[src/rtl/approx_sa_pkg.sv]
// Shared definitions for the approximate systolic-array datapath.
//   acc_state_t : accumulator FSM states (IDLE -> ACC -> OUT)
//   PROD_W_DEF  : default product width (approximate multiplier output)
//   ACC_W_DEF   : default accumulator / result width
package approx_sa_pkg;

  typedef enum logic [1:0] {
    ST_IDLE = 2'd0,
    ST_ACC  = 2'd1,
    ST_OUT  = 2'd2
  } acc_state_t;

  localparam int PROD_W_DEF = 8;
  localparam int ACC_W_DEF  = 16;

endpackage

[src/rtl/sat_add_u.sv]
// Unsigned ACC_W-bit adder with optional saturation.
//   a, b : unsigned addends
//   sum  : a+b, clamped to all-ones on carry when SAT=1, low ACC_W bits otherwise
//   ovf  : carry out of the ACC_W-bit sum
module sat_add_u #(
  parameter int ACC_W = 16,
  parameter bit SAT   = 1'b1
) (
  input  logic [ACC_W-1:0] a,
  input  logic [ACC_W-1:0] b,
  output logic [ACC_W-1:0] sum,
  output logic             ovf
);

  logic [ACC_W:0] full;

  // NOTE: every output of a combinational block is assigned on every path,
  // so no latch can be inferred.
  always_comb begin
    full = {1'b0, a} + {1'b0, b};
    ovf  = full[ACC_W];
    if (SAT && full[ACC_W]) sum = '1;
    else                    sum = full[ACC_W-1:0];
  end

endmodule

[src/rtl/approx_product_accumulator.sv]
// Accumulates up to K unsigned approximate products per group and presents
// the partial sum over a valid/ready handshake.
//   clk, rst              : clock, asynchronous active-high reset
//   prod_valid/ready/data : product beat handshake and payload
//   prod_last             : beat closes the group early
//   sum_valid/ready       : result handshake
//   sum_data              : accumulated (saturated or wrapped) sum
//   sum_count             : number of products in sum_data (1..K)
//   sum_ovf               : carry out occurred somewhere in this group
//   busy                  : a group is in progress or a result is pending
module approx_product_accumulator
  import approx_sa_pkg::*;
#(
  parameter int PROD_W = PROD_W_DEF,
  parameter int ACC_W  = ACC_W_DEF,
  parameter int K      = 4,
  parameter bit SAT    = 1'b1,
  localparam int CNT_W = $clog2(K + 1)
) (
  input  logic              clk,
  input  logic              rst,
  input  logic              prod_valid,
  output logic              prod_ready,
  input  logic [PROD_W-1:0] prod_data,
  input  logic              prod_last,
  output logic              sum_valid,
  input  logic              sum_ready,
  output logic [ACC_W-1:0]  sum_data,
  output logic [CNT_W-1:0]  sum_count,
  output logic              sum_ovf,
  output logic              busy
);

  localparam logic [CNT_W-1:0] K_CNT = CNT_W'(K);

  acc_state_t       state, state_nxt;
  logic [ACC_W-1:0] acc, acc_nxt;
  logic [CNT_W-1:0] cnt, cnt_nxt, cnt_beat;
  logic             ovf, ovf_nxt;
  logic             rdy_en;

  logic             accept;
  logic             start;
  logic [ACC_W-1:0] add_a, add_b, add_sum;
  logic             add_ovf;

  // rdy_en holds prod_ready low until the first edge after reset release.
  assign prod_ready = rdy_en && ((state != ST_OUT) || sum_ready);
  assign accept     = prod_valid && prod_ready;

  // A beat accepted in IDLE or OUT opens a new group: add it to zero so the
  // single adder serves the first-beat, accumulate and back-to-back paths.
  assign start = (state != ST_ACC);
  assign add_a = start ? '0 : acc;
  assign add_b = ACC_W'(prod_data);

  sat_add_u #(
    .ACC_W (ACC_W),
    .SAT   (SAT)
  ) u_add (
    .a   (add_a),
    .b   (add_b),
    .sum (add_sum),
    .ovf (add_ovf)
  );

  always_comb begin
    state_nxt = state;
    acc_nxt   = acc;
    cnt_nxt   = cnt;
    ovf_nxt   = ovf;
    cnt_beat  = start ? CNT_W'(1) : cnt + CNT_W'(1);
    if (accept) begin
      acc_nxt   = add_sum;
      cnt_nxt   = cnt_beat;
      ovf_nxt   = start ? add_ovf : (ovf | add_ovf);
      // Reaching K and prod_last on the same beat is one close.
      state_nxt = (prod_last || cnt_beat == K_CNT) ? ST_OUT : ST_ACC;
    end else if (state == ST_OUT && sum_ready) begin
      acc_nxt   = '0;
      cnt_nxt   = '0;
      ovf_nxt   = 1'b0;
      state_nxt = ST_IDLE;
    end
  end

  // NOTE: state registers use non-blocking assignments so every flop samples
  // pre-edge values regardless of block evaluation order.
  always_ff @(posedge clk or posedge rst) begin
    if (rst) begin
      state  <= ST_IDLE;
      acc    <= '0;
      cnt    <= '0;
      ovf    <= 1'b0;
      rdy_en <= 1'b0;
    end else begin
      state  <= state_nxt;
      acc    <= acc_nxt;
      cnt    <= cnt_nxt;
      ovf    <= ovf_nxt;
      rdy_en <= 1'b1;
    end
  end

  // acc/cnt/ovf only change on an accepted beat or a completed result
  // handshake, so the result is held for as long as it is stalled.
  assign sum_valid = (state == ST_OUT);
  assign sum_data  = acc;
  assign sum_count = cnt;
  assign sum_ovf   = ovf;
  assign busy      = (state != ST_IDLE);

endmodule

[config.mk]
export PLATFORM = sky130hd
export DESIGN_NAME = approx_product_accumulator
export DESIGN_NICKNAME = d
export VERILOG_FILES = /design/src/rtl/approx_sa_pkg.sv /design/src/rtl/sat_add_u.sv /design/src/rtl/approx_product_accumulator.sv
export SDC_FILE = /design/constraint.sdc
export NUM_CORES = 1
export LEC_CHECK = 0
export ABC_AREA = 1
export CAP_MARGIN = 20
export CORE_ASPECT_RATIO = 0.8
export CORE_MARGIN = 8
export CORE_UTILIZATION = 39
export DETAILED_ROUTE_END_ITERATION = 8
export PLACE_DENSITY = 0.63
export SLEW_MARGIN = 10
export SYNTH_ARGS = -nofsm -noshare
export SYNTH_HDL_FRONTEND = slang
export SYNTH_SLANG_ARGS = --single-unit
[constraint.sdc]
create_clock -name clk -period 5.85 [get_ports clk]
set_input_delay 1.17 -clock clk [delete_from_list [all_inputs] [get_ports clk]]
set_output_delay 1.17 -clock clk [all_outputs]
set_load 0.05 [all_outputs]
Yosys cells after proc, flatten, opt, wreduce, memory -nomap -nowiden
Index checks and enable logic that the tools add are counted.
W data, S select, Z words.
Word-level totals
  flip-flop bits (word level): 23
  input port bits: 13
  output and inout port bits: 23
  word-level logic and storage cells: 32
Cells by class
  add/subtract/negate cells: 2
  equal/unequal tests: 4
  multiplexer cells: 13
  bitwise gates (word level): 1
  reduce and logical (&&, ||, !) cells: 7
Operator list (count)
  $mux W16: 4
  $add A16 B8 Y17: 1
  $mux W3: 3
  $mux W2: 3
  $reduce_bool A2 Y1: 2
  $add A3 B1 Y3 const B: 1
  $eq A3 B3 Y1 const B: 1
  $logic_and A1 B1 Y1: 3
  $mux W1: 3
  $eq A2 B2 Y1 const B: 1
  $logic_or A1 B1 Y1: 2
  $ne A2 B1 Y1 const B: 1
  $ne A2 B2 Y1 const B: 1
  $or A1 B1 Y1: 1

Depth between registers and ports, before layout
  word-level depth: 6
  mapped depth: 15

Hierarchy
Synthesis repeated with hierarchy kept, for this count alone.
Second synthesis, totals
  cells, all modules: 356
  area total of the unflattened synthesis: 2293.4 um^2
By module, submodules not included
  approx_product_accumulator: times used 1, cells each 135, area each 1167.4 um^2, seq. area each 575.6 um^2
  sat_add_u: times used 1, cells each 221, area each 1126.1 um^2, seq. area each 0.0 um^2

Least setup slack after synthesis
No wires, ideal clock.
  path type: input to output
  start point: input sum_ready
  end point: output prod_ready
  data arrival time: 1.476 ns
  path slack: 3.204 ns
  cell stages on the path: 4
  path buffers: 0
  cell sequence: inv_1 > nand2_2 > nand2_4 > inv_4
Between the ends
  cells in the longest elaborated chain, start to end: 2
RTL lines
  start, declared: line approx_product_accumulator.sv:27  | input logic sum_ready,
  $logic_or A1 B1 Y1: line approx_product_accumulator.sv:48  | assign prod_ready = rdy_en && ((state != ST_OUT) || sum_ready);
  $logic_and A1 B1 Y1: line approx_product_accumulator.sv:48
  end, declared: line approx_product_accumulator.sv:23  | output logic prod_ready,
Every way passes these cells.

Final worst setup path
Same ends and word-level chain as after synthesis.

==> results.yml <==
clock_network:
  worstSkewPairLatency_ps: 270
  cts_tree: "done"
  cts_setup_buffers: 0
  h-tree-depth: 1
  cts_made_buffers: 3
  clockRootBuffer: "clkbuf_8"
  cts.path.max_buffers: 2
  ctsHoldBuffers: 0
  ctsResizeCount: 0
  clkSinkCount: 23
  cts.clk_slew.worst_paths_ps: 90
timing:
  max_freq_mhz: 258.1
  period_needed_ps: 3874
  setup_viol: 0
  fin_crit_sh_pct: 66.23
  drv_slew: 0
  hold_viol: 0
  hold_ws_ps: 493.3
  grt_setup_unrepaired: "no"
  max_slew_margin_pct: 46.43
  fin_skew_ps: 2.483
  tns_ps: 0
  tightestPinTransition_ps: 801.1
drt:
  routed_wl_mm: 4.899
  drtIter0Drc: 91
  via_count: 1737
  drc_errors: 0
  drtPass1Iterations: 4
  wl_per_cell_microns: 13.68
  routed_via_density: 4.852
  ant_nets: 0
logic_synthesis:
  yosys.cell_types.count: 30
  synth.area.top_cells: "dfrtp_1, nand2_1, nand3_1, inv_1, ha_1"
  synth_edf_count: 0
  synth_commonest_cells: "nand2_1, inv_1, nor2_1, nand3_1, dfrtp_1"
  ys_dominant_reg_cell: "dfrtp_1"
  synth.cell_area_sq_um: 1879
  syn_inst: 263
  synth_nets: 286
  synth_warnings: 0
  synth_most_common_cell: "nand2_1"
  ys_ff_latch: 23
  postSynthAreaPerCell_sq_um: 7.146
  async_flop_share_pct: 100.0
  yosysTopAreaCell: "dfrtp_1"
  yosysTopAreaCellShare_pct: 30.63
  seq_area_frac_synth_pct: 30.63
cells_and_area:
  design_area_sq_um: 2335
  area_growth_syn_to_layout_pct: 24.23
  n_antenna_cell: 0
  drive_gt1_share_pct: 11.41
  instances_no_fill: 358
  nets: 322
critical_path:
  cp.required_ps: 4680
  reg2reg_from: "state[0]$_DFFE_PP0P_"
  worstRegToRegCells: 10
  worst_ep_arrival_time_ps: 2700
  startpoint_type: "input pin"
  r2r_end: "sum_data[5]$_DFFE_PP0P_"
  critical_path_peak_fanout: 2
  crit_start: "sum_ready"
  endpoint: "prod_ready"
  end_kind: "primary output"
  rrSetupSlack_ps: 2730
  path_class: "in -> out"
grt:
  grt_pass1_wl_mm: 8.328
  grt_max_degree: 24
  overflow: 0
  grt_use_total_pct: 14.18
  antenna_found_initial: 0
  grt_pass1_vias: 1705
status:
  outcome: "finished, final reports clean"
die:
  row_count: 22
  ios: 36
  die_height_microns: 78.09
  start_util_pct: 40.64
  core_area_sq_um: 4624
  fp.dieW_microns: 93.61
  dieArea_sq_um: 7310
placement:
  port_buffers: 35
  hpwl_mm: 3.615
  dpl_cell_area_sq_um: 2261
  dp.cells: 353
  gp_congestion: 0.8920
job:
  drv_cap: 0
power:
  p_total_w: 0.0006880
  vdd_drop_max_mv: 0.1538
  power.leakage_nw: 1.192
  power_density_nw_per_um2: 294.7
hold_path:
  hp-class: "reg -> reg"
-- cell families (layout without fill, tap and decap cells) --
family          Yosys count  count (layout)  share of synthesized area (%)
other cells               1               1                         0.1995
buf+inv                  44              79                          10.52
simple gates            150             150                          39.61
fa+ha+maj                10              10                          7.057
flops                    23              23                          30.63
xor+xnor                  2               2                         0.9323
compound gates           33              33                          11.05
-- sequential cells by signal, indices dropped and copies added (netlist names) --
register   cells
sum_data      16
sum_count      3
state          2
rdy_en         1
sum_ovf        1
-- layout make-up --
type | count | area, sq um
Clock buffer | 3 | 41.29
Clock inverter | 1 | 5.005
Fill cell | 473 | 2290
Inverter | 39 | 153.9
Multi-Input combinational cell | 196 | 1106
Sequential cell | 23 | 575.6
Tap cell | 60 | 75.07
Timing Repair Buffer | 36 | 377.9
-- worst min path at each step --
| stage | start | to | cells after the start |
|---|---|---|---|
| detailed placement | sum_ovf$_DFFE_PP0P_ | sum_ovf$_DFFE_PP0P_ | 2 |
| floorplan | state[0]$_DFFE_PP0P_ | state[0]$_DFFE_PP0P_ | 2 |
| CTS | sum_ovf$_DFFE_PP0P_ | sum_ovf$_DFFE_PP0P_ | 2 |
| global placement | sum_ovf$_DFFE_PP0P_ | sum_ovf$_DFFE_PP0P_ | 2 |
| finish | sum_ovf$_DFFE_PP0P_ | sum_ovf$_DFFE_PP0P_ | 2 |
| global route | sum_ovf$_DFFE_PP0P_ | sum_ovf$_DFFE_PP0P_ | 2 |
-- layout by cell type (no fill, tap or decap), drive strengths merged --
master and instances:
nand2 73, ha 9, buf 1, inv 39
nand3b 1, dfrtp 23, fa 1, or2 2
nand3 32, o21a 1, nor3 1, nand4 3
a21oi 14, o21ai 12, clkdlybuf4s50 35, clkbuf 3
xnor2 2, conb 1, and2 1, o211ai 6
nor2 37, clkinv 1
-- per-layer routing --
metal  up-vias  track usage [%]  wire length [microns]
met5         -                0                      0
met4         0            3.002                     23
met3         2            4.278                    375
met2        45            20.82                   2002
met1       782            19.91                   2497
li1        908                -                      -
-- critical path: stages --
cell and delay [ps]:
clkdlybuf4s50_1 480, inv_1 50, nand2_2 80, nand2_4 60
inv_4 70, clkdlybuf4s50_1 800
-- power breakdown --
group / switching, W / internal (W) / total, W
combinational: 0.000243 / 0.000125 / 0.000368
clock: 0.0000566 / 0.0000477 / 0.000104
sequential: 0.0000274 / 0.000188 / 0.000215
-- per-stage QoR --
| step | util (%) | worst slack, ps |
|---|---|---|
| after CTS | 49.89 | 1970 |
| after detailed placement | 48.89 | 1974 |
| after global placement | 48.89 | 1983 |
| after global routing | 50.49 | 1920 |
| after floorplan | - | 3204 |
| final | 50.49 | 1976 |
No activity file was read; power rests on OpenSTA's default activity.
